### config.mk
export PLATFORM = sky130hd
export DESIGN_NAME = debounce_bank
export DESIGN_NICKNAME = d
export VERILOG_FILES = /design/src/rtl/debounce_pkg.sv /design/src/rtl/debounce_channel.sv /design/src/rtl/debounce_bank.sv
export SDC_FILE = /design/constraint.sdc
export NUM_CORES = 1
export LEC_CHECK = 0
export BUFFER_PORTS_ARGS = -buffer_cell sky130_fd_sc_hd__buf_4
export CELL_PAD_IN_SITES_DETAIL_PLACEMENT = 1
export CELL_PAD_IN_SITES_GLOBAL_PLACEMENT = 2
export CORE_UTILIZATION = 42
export CTS_CLUSTER_DIAMETER = 30
export DETAILED_ROUTE_END_ITERATION = 8
export PLACE_DENSITY = 0.93
export RECOVER_POWER = 25
export SETUP_SLACK_MARGIN = 0.02
export SYNTH_ARGS = -nofsm -noshare
export SYNTH_HDL_FRONTEND = slang
export SYNTH_SLANG_ARGS = --single-unit
### constraint.sdc
create_clock -name i_Clk -period 5.7 [get_ports i_Clk]
set_input_delay 0.285 -clock i_Clk [delete_from_list [all_inputs] [get_ports i_Clk]]
set_output_delay 0.285 -clock i_Clk [all_outputs]
set_load 0.02 [all_outputs]
### src/rtl/debounce_pkg.sv
// debounce_pkg: shared widths and default limits for the debounce bank.
package debounce_pkg;
  localparam int DEBOUNCE_10MS_25MHZ = 250_000;
  localparam int HOLD_1S_25MHZ = 25_000_000;
  function automatic int cnt_width(input int limit);
    return (limit < 1) ? 1 : $clog2(limit + 1);
  endfunction
endpackage

### src/rtl/debounce_channel.sv
// debounce_channel: one switch channel with synchroniser, stability counter,
// edge pulses and long-press detection.
module debounce_channel
  import debounce_pkg::*;
#(
  parameter int DEBOUNCE_LIMIT = DEBOUNCE_10MS_25MHZ,
  parameter int HOLD_LIMIT = HOLD_1S_25MHZ,
  parameter logic INVERT = 1'b0
) (
  input  logic i_Clk,
  input  logic i_Reset,
  input  logic i_Switch,
  output logic o_Switch,
  output logic o_Rise,
  output logic o_Fall,
  output logic o_Held,
  output logic o_Held_Pulse
);
  localparam int DW = cnt_width(DEBOUNCE_LIMIT);
  localparam int HW = cnt_width(HOLD_LIMIT);
  localparam logic [DW-1:0] D_MAX = DW'(DEBOUNCE_LIMIT);
  localparam logic [HW-1:0] H_MAX = HW'(HOLD_LIMIT);
  logic [1:0] r_sync;
  logic r_state, r_out, r_rise, r_fall, r_held, r_held_pulse;
  logic [DW-1:0] r_cnt;
  logic [HW-1:0] r_hold;
  logic w_diff, w_at_max, w_held_nxt;
  logic [HW-1:0] w_hold_nxt;
  assign w_diff = r_sync[1] ^ r_state;
  assign w_at_max = r_cnt == D_MAX;
  assign w_hold_nxt = !r_out ? '0 : (r_hold == H_MAX) ? r_hold : r_hold + 1'b1;
  assign w_held_nxt = w_hold_nxt == H_MAX;
  // At the limit the counter always restarts; only a still-differing sample commits.
  always_ff @(posedge i_Clk) begin
    if (i_Reset) begin
      r_sync <= '0;
      r_state <= 1'b0;
      r_cnt <= '0;
      r_out <= 1'b0;
      r_rise <= 1'b0;
      r_fall <= 1'b0;
      r_hold <= '0;
      r_held <= 1'b0;
      r_held_pulse <= 1'b0;
    end else begin
      r_sync <= {r_sync[0], i_Switch ^ INVERT};
      r_cnt <= (w_diff && !w_at_max) ? r_cnt + 1'b1 : '0;
      r_state <= r_state ^ (w_diff && w_at_max);
      r_out <= r_state;
      r_rise <= r_state & ~r_out;
      r_fall <= ~r_state & r_out;
      r_hold <= w_hold_nxt;
      r_held <= w_held_nxt;
      r_held_pulse <= w_held_nxt & ~r_held;
    end
  end
  assign o_Switch = r_out;
  assign o_Rise = r_rise;
  assign o_Fall = r_fall;
  assign o_Held = r_held;
  assign o_Held_Pulse = r_held_pulse;
endmodule

### src/rtl/debounce_bank.sv
// debounce_bank: NUM_CH independent debounce channels with optional
// per-channel inversion so a pressed button always reads as 1.
module debounce_bank
  import debounce_pkg::*;
#(
  parameter int NUM_CH = 4,
  parameter int DEBOUNCE_LIMIT = DEBOUNCE_10MS_25MHZ,
  parameter int HOLD_LIMIT = HOLD_1S_25MHZ,
  parameter logic [NUM_CH-1:0] ACTIVE_LOW = '0
) (
  input  logic              i_Clk,
  input  logic              i_Reset,
  input  logic [NUM_CH-1:0] i_Switch,
  output logic [NUM_CH-1:0] o_Switch,
  output logic [NUM_CH-1:0] o_Rise,
  output logic [NUM_CH-1:0] o_Fall,
  output logic [NUM_CH-1:0] o_Held,
  output logic [NUM_CH-1:0] o_Held_Pulse
);
  for (genvar n = 0; n < NUM_CH; n++) begin : g_ch
    debounce_channel #(
      .DEBOUNCE_LIMIT(DEBOUNCE_LIMIT),
      .HOLD_LIMIT(HOLD_LIMIT),
      .INVERT(ACTIVE_LOW[n])
    ) u_ch (
      .i_Clk(i_Clk),
      .i_Reset(i_Reset),
      .i_Switch(i_Switch[n]),
      .o_Switch(o_Switch[n]),
      .o_Rise(o_Rise[n]),
      .o_Fall(o_Fall[n]),
      .o_Held(o_Held[n]),
      .o_Held_Pulse(o_Held_Pulse[n])
    );
  end
endmodule

Word level (Yosys, flattened, before mapping):

Index checks and enable logic that the tools add are counted.

* register bits: 204
* input port bits: 6

* add/sub/neg operators: 8
* eq/ne operators: 12
* mux-type cells: 8
* bitwise operators: 36
* reduce and logical (&&, ||, !) cells: 16

Operator list (number)
* $eq A25 B25 Y1 const B: 8
* $mux W25: 8
* $add A25 B1 Y25 const B: 4
* $add A18 B1 Y18 const B: 4
* $eq A18 B18 Y1 const B: 4
* $not A1 Y1: 16
* $and A1 B1 Y1: 12
* $logic_and A1 B1 Y1: 8
* $reduce_or A2 Y1: 4
* $xor A1 B1 Y1: 8
* $logic_not A1 Y1: 4

Longest topological paths before layout:

* depth after elaboration: 5
* gate-level depth with buffers: 10
* mapped depth without buffers: 8

By module:

A second synthesis with hierarchy kept.

* cells, all modules: 1188
* area, all modules: 10455.0 um2

Modules (own cells, without submodules)
* debounce_channel: times used 4, cells an instance 297, area each 2613.8 um2, sequential area each 1021.0 um2

Worst setup path after synthesis:

Ideal clock, no wire load.

* path type: register to register
* from: register g_ch[1].u_ch.r_hold[0]
* to: register g_ch[1].u_ch.r_held_pulse
* setup time: 0.087 ns
* arrival time: 2.197 ns
* slack: 3.416 ns
* stages on the path, launching flop included: 10
* buffers on the path: 1
* period minus slack after synthesis: 2.284 ns
* cell sequence: dfxtp_1 > buf_2 > inv_1 > ha_1 > nor3b_1 > nand4_1 > nor4_2 > o21ai_0 > or4_1 > nor4b_2

* word-level cells in the longest chain between the ends: 5

RTL lines
* from (decl): RTL line debounce_channel.sv:26 `logic [HW-1:0] r_hold;`
* from (signal assigned): RTL line debounce_channel.sv:52 `r_hold <= w_hold_nxt;`
* $add A25 B1 Y25 / $eq A25 B25 Y1 (equally long branches): RTL line debounce_channel.sv:31 `assign w_hold_nxt = !r_out ? '0 : (r_hold == H_MAX) ? r_hold : r_hold + 1'b1;`
* $mux W25 (*) (2 in a row): RTL line debounce_channel.sv:31
* $eq A25 B25 Y1 (*): RTL line debounce_channel.sv:32 `assign w_held_nxt = w_hold_nxt == H_MAX;`
* $and A1 B1 Y1 (*): RTL line debounce_channel.sv:54 `r_held_pulse <= w_held_nxt & ~r_held;`
* to (signal assigned): RTL line debounce_channel.sv:54
* to (decl): RTL line debounce_channel.sv:24 `logic r_state, r_out, r_rise, r_fall, r_held, r_held_pulse;`

Every way passes the cells marked *; elsewhere a longest branch is shown, timed or not.
A chain may end at the register's enable or synchronous reset.

Worst setup path in the final report:

* from: register g_ch[2].u_ch.r_hold[4]
* to: register g_ch[2].u_ch.r_held_pulse

* word-level cells in the longest chain between the ends: 5

RTL lines (RTL line)
* from (decl): debounce_channel.sv:26
* from (signal assigned): debounce_channel.sv:52
* $add A25 B1 Y25 / $eq A25 B25 Y1 (equally long branches): debounce_channel.sv:31
* $mux W25 (*) (2 in a row): debounce_channel.sv:31
* $eq A25 B25 Y1 (*): debounce_channel.sv:32
* $and A1 B1 Y1 (*): debounce_channel.sv:54
* to (signal assigned): debounce_channel.sv:54
* to (decl): debounce_channel.sv:24

Marks and branches as above.

==> results.md <==
- Outcome: completed
- Top cell type's share of synthesized area: about two fifths
- CP bufs+invs: 0
- F_max: 356 MHz
- Dpl ws: just under 3000 ps
- Cells after Synth: roughly 1,200
- Period minus WS final: 2810 ps
- Final Hold Viols: 0
- CP Class: reg2reg
- Pint: about 3300 uW
- GRT overflow: 0
- Top-count cell post-synth: nor2_1
- Initial antenna violation count: 0
- Gate power share: less than 1%
- Die width: around 160 um
- RSZ-0062 raised after global routing: no
- Detailed Route WL: between 20,000 and 30,000 um
- Number of synthesized flops with an enable pin: 0
- Worst Hold Class: in2reg
- IO Port Bufs: 25
- Most frequent cells after synthesis: 205 x nor2_1, 204 x dfxtp_1, 80 x xor2_1
- Number of global-route vias before repair: 8,644
- Fin crit share: 49.2%
- Maximum fanout along the worst path: 13
- Max VDD drop: between 0.0002 and 0.0003 V
- Via count: around 8,400
- Slew margin rel.: around 6.7%
- Largest net degree at the start of global routing: 27
- Nets: between 1,000 and 1,500
- Clock skew: between 10 and 15 ps
- CTS sink cnt: slightly above 200
- Row count: 56
- Main synth FF type: dfxtp_1
- Initial DRC Count: between 200 and 300
- Slowest stage delay, CP: 740 ps
- DRC violations left: 0
- Sequential power share: roughly 35%
- Yosys reg bits: ~200
- First-pass detailed-route iteration total: 4
- N_diodes: 0
- H-tree Lvls: 2
- Vias per cell: 5.40
- CP required: between 6000 and 7000 ps
- CTS tree: built
- I/O pin count: 26
- # Max-Cap Violations: 0
- Initial Util: ~43%
- CP Cell Sequence: nand4_2, or4_1, or4_4, o211ai_2, nand4_1, nor4_1
- First-pass GRT wire length: 42,000 um
- Final setup fails: 0
- Synth cell types: 75
- Sw frac: 21.1%
- Clk_lat worst skew: between 500 and 600 ps
- Fraction of layout cells with a size suffix above 1: under 10%
- Arr. time, crit path: 3230 ps
- Synthesized area per cell: roughly 8.6 sq um
- Critical-path top delay cell: or4_1
- Power Dens Cells: about 350 nW/um^2
- Worst-path clk slew: approximately 40 ps
- CP startpoint kind: flip-flop
- CTS resizes: 0
- Post-detailed-route wirelength per cell: around 16 um
- YS warnings: 0
- Die Y: approximately 160 um
- Clk pwr share: between 60 and 70%
- Total nets after synthesis: 1,220
- P_sw: around 880 uW
- Final Max Tran Viols: 0
- Final setup TNS: 0 ps
- CP endpoint kind: flip-flop
- Synth-to-layout area growth: 17.0%
- Tightest Pin Transition: 1400 ps
- Die area: about 25,000 sq um
- Routability-driven placement congestion ratio: around 0.85
- Synth top area cells: dfxtp_1 40%, nor2_1 7.5%, xor2_1 6.8%
- Leak Pwr: 0.00393 uW
- Clk buf depth: 3
- DPL Wire Length: about 17,000 um
- Dominant cell type by area after synthesis: dfxtp_1
- Sequential area share after synthesis: 39.8%
- CTS Buf Count: 47
- Core footprint: between 20,000 and 25,000 sq um
- Async SR Flop Fraction: 0%
- Slack of the critical path: just under 3000 ps
- Cell area after synthesis: roughly 10,000 sq um
- Total GRT Usage: about a fifth
- Largest delay share family, worst path: simple AND/OR/NAND/NOR gates
- Final ANT Viol Nets: 0
- Root Buffer Master: clkbuf_16
-- final cells by class --
type                            count  area (sq um)
Clock buffer                       57          1290
Clock inverter                     28           333
Fill cell                        2759         11700
Inverter                           36           135
Multi-Input combinational cell    878          5630
Sequential cell                   204          4080
Tap cell                          319           399
Timing Repair Buffer               30           146
-- per-layer routing --
layer,share of wire [%],track usage (%)
met5,0,0
met4,2.5,7.46
met3,2.9,3.81
met2,49,36.5
met1,45,24.4
-- power groups by stage --
stage	combinational [uW]	sequential (uW)	clock, uW
final	17.5	1440	2710
after CTS	18.4	1440	2770
after global routing	19.5	1440	2840
after global placement	15.9	1460	0
after detailed placement	16.5	1460	0
after floorplan	9.96	1460	0
-- metrics by stage --
step,cell area (sq um),std cells,total power (uW),utilization (%),hold slack [ps]
finish,12000,1552,4160,50.6,27.8
global route,12000,1552,4290,50.6,18.5
CTS,12100,1552,4220,51.0,9.66
detailed placement,10400,1464,1480,44.0,428
global placement,10400,1464,1480,44.0,417
floorplan,10300,1198,1470,-,413
-- flip-flops by register name (all words and copies together), names as in the netlist, named ones only --
signal                  flops
g_ch.u_ch.o_Fall            4
g_ch.u_ch.o_Held            4
g_ch.u_ch.o_Held_Pulse      4
g_ch.u_ch.o_Rise            4
g_ch.u_ch.o_Switch          4
g_ch.u_ch.r_cnt            72
g_ch.u_ch.r_hold          100
g_ch.u_ch.r_sync            8
-- logic make-up (layout without fill, tap and decap cells) --
logic type / Yosys count / after routing / synth area share [%]
and+or+nand+nor: 617 / 617 / 32.8
muxes: 14 / 14 / 1.41
adders and majority gates: 16 / 16 / 1.95
xor gates and xnor gates: 155 / 155 / 13.2
DFF: 204 / 204 / 39.8
AOI/OAI and AO/OA: 76 / 76 / 5.42
buffers and inverters: 116 / 151 / 5.47
-- placed cells by master (no fill, tap or decap), drive strengths merged, types with 8 or more instances in the layout --
cell	instances
nor2	205
dfxtp	204
xor2	80
clkbuf	80
xnor2	75
nand3	67
nand2	58
nand4	54
inv	40
nor3	39
and3	32
nor2b	26
nor4	24
and4	20
ha	16
a21oi	16
or3	14
and2	14
nand4b	13
clkinv	13
nor4b	12
o21ai	11
nand2b	10
mux2i	10
or4	9
nand3b	8
-- worst paths after layout --
check	startpoint	slack [ps]	endpoint	cells after the start
worst min register to register	g_ch[3].u_ch.r_sync[0]	440	g_ch[3].u_ch.r_sync[1]	1
worst max register to register	g_ch[2].u_ch.r_hold[4]	2890	g_ch[2].u_ch.o_Held_Pulse	6
worst max-delay path	g_ch[2].u_ch.r_hold[4]	2890	g_ch[2].u_ch.o_Held_Pulse	6
worst min-delay path	i_Switch[2]	30	g_ch[2].u_ch.r_sync[0]	2
-- repair_timing --
action,4_1_cts,5_1_grt
endpoints found under the setup margin,0,0
endpoints found under the hold margin,3,0
buffers inserted,0,0
hold buffers,3,0
No activity file was read; power rests on OpenSTA's default activity.
